**config.mk**
```make
export PLATFORM = sky130hd
export DESIGN_NAME = net_tx_arbiter
export DESIGN_NICKNAME = d
export VERILOG_FILES = /design/src/rtl/net_tx_arbiter.sv
export SDC_FILE = /design/constraint.sdc
export NUM_CORES = 1
export LEC_CHECK = 0
export ABC_AREA = 1
export BUFFER_PORTS_ARGS = -buffer_cell sky130_fd_sc_hd__buf_2
export CAP_MARGIN = 20
export CORE_AREA = 2 2 98 100
export CTS_CLUSTER_DIAMETER = 80
export DETAILED_ROUTE_END_ITERATION = 10
export DIE_AREA = 0 0 100 102
export PLACE_DENSITY = 0.71
export SLEW_MARGIN = 15
export SYNTH_ARGS = -nofsm -noshare
export SYNTH_HDL_FRONTEND = slang
export SYNTH_SLANG_ARGS = --single-unit
```
**constraint.sdc**
```tcl
create_clock -name clock -period 6.6 [get_ports clock]
set_input_delay 1.32 -clock clock [delete_from_list [all_inputs] [get_ports clock]]
set_output_delay 1.32 -clock clock [all_outputs]
set_load 0.1 [all_outputs]
```
**src/rtl/net_tx_arbiter.sv**
```systemverilog
// net_tx_arbiter: packet-level round-robin merge of N_IN flit streams onto net_out,
// with token-bucket pacing of egress flits.
module net_tx_arbiter #(
    parameter int N_IN = 2,
    parameter int IDX_W = (N_IN > 1) ? $clog2(N_IN) : 1
) (
    input  logic                 clock,
    input  logic                 reset,
    input  logic [N_IN-1:0]      in_valid,
    output logic [N_IN-1:0]      in_ready,
    input  logic [64*N_IN-1:0]   in_data,
    input  logic [8*N_IN-1:0]    in_keep,
    input  logic [N_IN-1:0]      in_last,
    output logic                 out_valid,
    input  logic                 out_ready,
    output logic [63:0]          out_data,
    output logic [7:0]           out_keep,
    output logic                 out_last,
    input  logic [7:0]           rlimit_inc,
    input  logic [7:0]           rlimit_period,
    input  logic [7:0]           rlimit_size,
    output logic [IDX_W-1:0]     grant,
    output logic                 busy
);
    typedef enum logic {IDLE, BUSY} state_t;
    state_t state, state_n;
    logic [IDX_W-1:0] grant_n, last_grant, last_grant_n, pick, cand;
    logic found, refill, has_tokens, hs;
    logic [7:0] period_cnt;
    logic [8:0] tokens, tokens_n;
    logic [9:0] filled, capped;
    logic [63:0] data_a [N_IN];
    logic [7:0] keep_a [N_IN];
    always_comb begin
        for (int i = 0; i < N_IN; i++) begin
            data_a[i] = in_data[64*i +: 64];
            keep_a[i] = in_keep[8*i +: 8];
        end
    end
    assign busy       = state == BUSY;
    assign has_tokens = tokens != 9'd0;
    assign out_valid  = busy && in_valid[grant] && has_tokens;
    assign out_data   = busy ? data_a[grant] : 64'd0;
    assign out_keep   = busy ? keep_a[grant] : 8'd0;
    assign out_last   = busy && in_last[grant];
    assign in_ready   = (busy && out_ready && has_tokens) ? N_IN'(1) << grant : '0;
    assign hs         = out_valid && out_ready;
    // Saturate the refilled bucket first, then consume, so refill+handshake at the cap nets -1.
    assign refill   = period_cnt == rlimit_period;
    assign filled   = {1'b0, tokens} + (refill ? {2'b0, rlimit_inc} : 10'd0);
    assign capped   = (filled > {2'b0, rlimit_size}) ? {2'b0, rlimit_size} : filled;
    assign tokens_n = 9'(capped - {9'd0, hs});
    always_comb begin
        found = 1'b0;
        pick  = last_grant;
        cand  = last_grant;
        for (int k = 1; k <= N_IN; k++) begin
            cand = IDX_W'((int'(last_grant) + k) % N_IN);
            if (!found && in_valid[cand]) begin
                found = 1'b1;
                pick  = cand;
            end
        end
    end
    always_comb begin
        state_n      = state;
        grant_n      = grant;
        last_grant_n = last_grant;
        if (state == IDLE) begin
            state_n = found ? BUSY : IDLE;
            grant_n = found ? pick : grant;
        end else if (hs && out_last) begin
            state_n      = IDLE;
            last_grant_n = grant;
        end
    end
    always_ff @(posedge clock) begin
        if (reset) begin
            state      <= IDLE;
            grant      <= '0;
            last_grant <= IDX_W'(N_IN - 1);
            period_cnt <= 8'd0;
            tokens     <= 9'd0;
        end else begin
            state      <= state_n;
            grant      <= grant_n;
            last_grant <= last_grant_n;
            period_cnt <= refill ? 8'd0 : period_cnt + 8'd1;
            tokens     <= tokens_n;
        end
    end
endmodule

```
After elaboration in Yosys (flattened, before gate mapping)
Cells that the tools add are included.

Input bits: 175. Output and inout bits: 78. Bits in registers: 20. Word-level logic and storage cells: 58.

Equality and inequality tests: 1. Shift operators: 1. $lt $le $gt $ge: 5. Multiplexer cells: 26. Bitwise logic cells: 2. Add/subtract/negate cells: 5. Reductions and logical operators: 13.

Operator list (number): $mux W64 (4); $mux W8 (5); $mux W1 (15); $add A9 B8 Y10 (1); $gt A10 B8 Y1 (1); $mux W9 (1); $reduce_bool A9 Y1 (1); $sub A9 B1 Y9 (1); $add A8 B1 Y8 const B (1); $eq A8 B8 Y1 (1); $logic_and A1 B1 Y1 (8); $lt A1 B2 Y1 const B (3); $reduce_and A2 Y1 (2); $add A1 B1 Y1 const B (2); $ge A2 B2 Y1 const B (1); $mux W2 (1); $not A1 Y2 (1); $reduce_or A2 Y1 (1); $shl A1 B1 Y2 const A (1); $logic_not A1 Y1 (1); $not A1 Y1 (1).

Depth between registers and ports, before layout
Word-level depth: 9. Depth in mapped cells: 31. Gate-level depth less buffers: 29.

Worst setup path after synthesis
OpenSTA, ideal clock, no wires.

Kind: in2reg. Start: in rlimit_period[4]. End: reg tokens[2]. Data arrival time: 5.056 ns. Required time: 6.530 ns. Setup time: 0.070 ns. Stages on the path: 27. Slack: 1.474 ns. Path buffers: 2. Path through: xor2_1 -> or4_1 -> clkbuf_1 -> nor2_1 -> ha_1 -> nand3_1 -> nand3_1 -> nand2_1 -> nand2_1 -> xor2_1 -> ha_1 -> nand2_1 -> nor2_1 -> nand2_1 -> nand3_1 -> nand2_1 -> nand2_1 -> nand2_1 -> nand2_2 -> buf_6 -> inv_1 -> nand2_1 -> o21ai_0 -> ha_1 -> ha_1 -> or2_2 -> a21oi_1.

Longest elaborated chain between the ends: 6.

RTL lines: start, declared (RTL line 20) `input logic [7:0] rlimit_period,`; $eq A8 B8 Y1 * (RTL line 49) `assign refill = period_cnt == rlimit_period;`; $mux W8 * (RTL line 50) `assign filled = {1'b0, tokens} + (refill ? {2'b0, rlimit_inc} : 10'd0);`; $add A9 B8 Y10 * (RTL line 50); $gt A10 B8 Y1 (RTL line 51) `assign capped = (filled > {2'b0, rlimit_size}) ? {2'b0, rlimit_size} : filled;`; $mux W9 * (RTL line 51); $sub A9 B1 Y9 * (RTL line 52) `assign tokens_n = 9'(capped - {9'd0, hs});`; end signal, assigned (RTL line 89) `tokens <= tokens_n;`; end, declared (RTL line 30) `logic [8:0] tokens, tokens_n;`.

Mark *: on every way between the ends. The rest lies on a longest branch, timed or not. A chain may end at the register's enable or synchronous reset.

Worst setup path after layout
Start: in rlimit_period[2]. End: reg tokens[2].

Same word-level chain as after synthesis.

==> results.cfg <==
[final_layout]
final_common_cell = buf_2
nets = 968
antennaDiodeCount = 0
mostFrequentLayoutCells = 252 x buf_2, 184 x nor2_1, 77 x o21ai_0, 75 x nand2_1, 44 x inv_1
area_delta_synth_final_pct = 46.0
utilization = 0.471
drive_gt1_frac = 0.370

[global_route]
grt_pass1_wl_um = 17600
grt_start_max_net_pins = 78
grt_pass1_vias = 3598
grt_overflow = 0
antenna_found_initial = 0
track_usage = 0.215

[yosys]
syn_area_um2 = 2940
synth_cells = 544
avgSynthCellArea_um2 = 5.41
yosys_warnings = 0
synth.distinct_cells = 35
syn_nets = 739
ys_ff_latch = 20
synthDominantCellAreaShare = 0.235
synth_seq_area_share = 0.136
synth_area_leader_cell = nor2_1
synth_area_leaders = nor2_1 23%, dfxtp_1 14%, o21ai_0 13%

[clock_tree]
cts.sinks = 20
cts_setup_buffers = 0
cts_htree_levels = 1
numCtsBuffers = 3
clk_latency_ps = 260
clkSlewWorstSetupHoldPaths_ps = 70
ctsLongestPathBuffers = 2
cts-hold-fix-buffers = 0
cts-root-buf = clkbuf_8
cts_tree = yes
cts_resized = 0

[routing]
vias = 4108
dr.pass1.iters = 5
wl_um = 12100
wire_per_inst_um = 13.7
drtIter0Drc = 157
viasPerCell = 4.65
final_antenna_net_count = 0
drc = 0

[place]
place_ws_ps = 698
dp_hpwl_um = 10100
gp_congestion = 0.911
numPortBuffers = 252

[worst_setup_path]
worstReg2RegStart = period_cnt[2]$_SDFF_PP0_
end_kind = flop
critical_path.most_common_cell = nand2_1
critPathLaunch = rlimit_period[2]
arrival_ps = 5870
crit_required_ps = 6800
worstPathMaxFanout = 11
cp_slowest_cell = or4_1
cpPeakStageDelay_ps = 670
r2r_slack_ps = 1610
path_class = in -> reg
cp-start-kind = input port

[floorplanning]
io_pins = 253
die_x_um = 100
dieArea_um2 = 10200
dieHeight_um = 102
initial_core_util = 0.323
core_um2 = 9110
core.rowCount = 35

[sta]
skew_ps = 2.57
rsz0062_at_grt = no
min_period_ps = 5680
slew_headroom = 0.297
fin_ws_ps = 924
hold_viol_final = 0
drv_slew = 0
clock.fmax_ghz = 0.176
setup_violations = 0
finalCritPeriodShare = 0.860
worstMarginPinSlew_ps = 1050
setup_tns_ps = 0

[pwr]
power.density_nw_per_um2 = 280
peakVddDrop_mv = 0.181
leakagePower_nw = 2.63
power.total_mw = 1.20

[status]
outcome = finished, final reports clean

[min_path]
hold_class = reg -> reg
hp-start = last_grant$_SDFFE_PP1P_

[run]
max-cap-violations = 0
worst paths after layout:
kind                                                end  cells past startpoint
worst max register to register     tokens[2]$_SDFF_PP0_                     26
worst min register to register  last_grant$_SDFFE_PP1P_                      2
worst min-delay path            last_grant$_SDFFE_PP1P_                      2
worst max-delay path               tokens[2]$_SDFF_PP0_                     27
flip-flops by register name (all words and copies together), names as in the netlist:
signal      flops
tokens          9
grant           1
period_cnt      8
busy            1
last_grant      1
cell families (layout without fill, tap and decap cells):
family	count (synthesis)	count (layout)	synth area share
mux	1	1	0.00340
fa+ha+maj	20	20	0.0877
simple gates	317	317	0.456
buf+inv	76	304	0.105
flops	20	20	0.136
compound gates	93	93	0.161
xor+xnor	17	17	0.0506
final cells by class:
type,instances,area [um^2]
inverter,46,173
fill,957,4820
tap,111,139
sequential,20,403
multi-input combinational,448,2230
clock inverter,1,30.0
clock buffer,3,41.3
timing repair buffer,254,1280
worst max-delay path, delay by kind of cell:
kind | cells | cell delay [ps]
adders and majority gates | 4 | 1130
xor gates and xnor gates | 2 | 300
AOI/OAI and AO/OA | 2 | 180
buffers and inverters | 2 | 210
and+or+nand+nor | 17 | 2710
per-stage QoR:
| step | hold WS (ps) | cells | area (um^2) |
|---|---|---|---|
| final | 479 | 883 | 4290 |
| after global routing | 509 | 883 | 4290 |
| after CTS | 483 | 883 | 4290 |
| after detailed placement | 462 | 879 | 4220 |
| after global placement | 467 | 879 | 4220 |
| after floorplan | 440 | 544 | 2940 |
layer usage:
layer / up-vias / global-route usage / share of wire
li1: 2178 / - / -
met1: 1722 / 0.254 / 0.38
met2: 190 / 0.355 / 0.46
met3: 18 / 0.111 / 0.15
met4: 0 / 0.0369 / 0.014
met5: - / 0 / 0
cell usage after synthesis, drive strengths merged:
library cell / instances
nor3b: 1
xnor2: 11
nor2: 188
o211ai: 1
nand3: 26
or2: 2
ha: 19
xor2: 6
buf: 5
dfxtp: 20
nand3b: 3
nor3: 4
a21oi: 13
nand2: 87
nor4: 1
clkbuf: 25
o21bai: 1
inv: 46
o21ai: 78
mux2i: 1
fa: 1
or4: 1
nand4: 4
power by group:
part           switching, mW  internal [mW]  leakage, nW  total [mW]
clock                 0.0404         0.0809       0.0357       0.121
combinational          0.659          0.246         2.44       0.905
sequential            0.0305          0.146        0.164       0.176
Note: power is estimated with default switching activity, not from simulation.
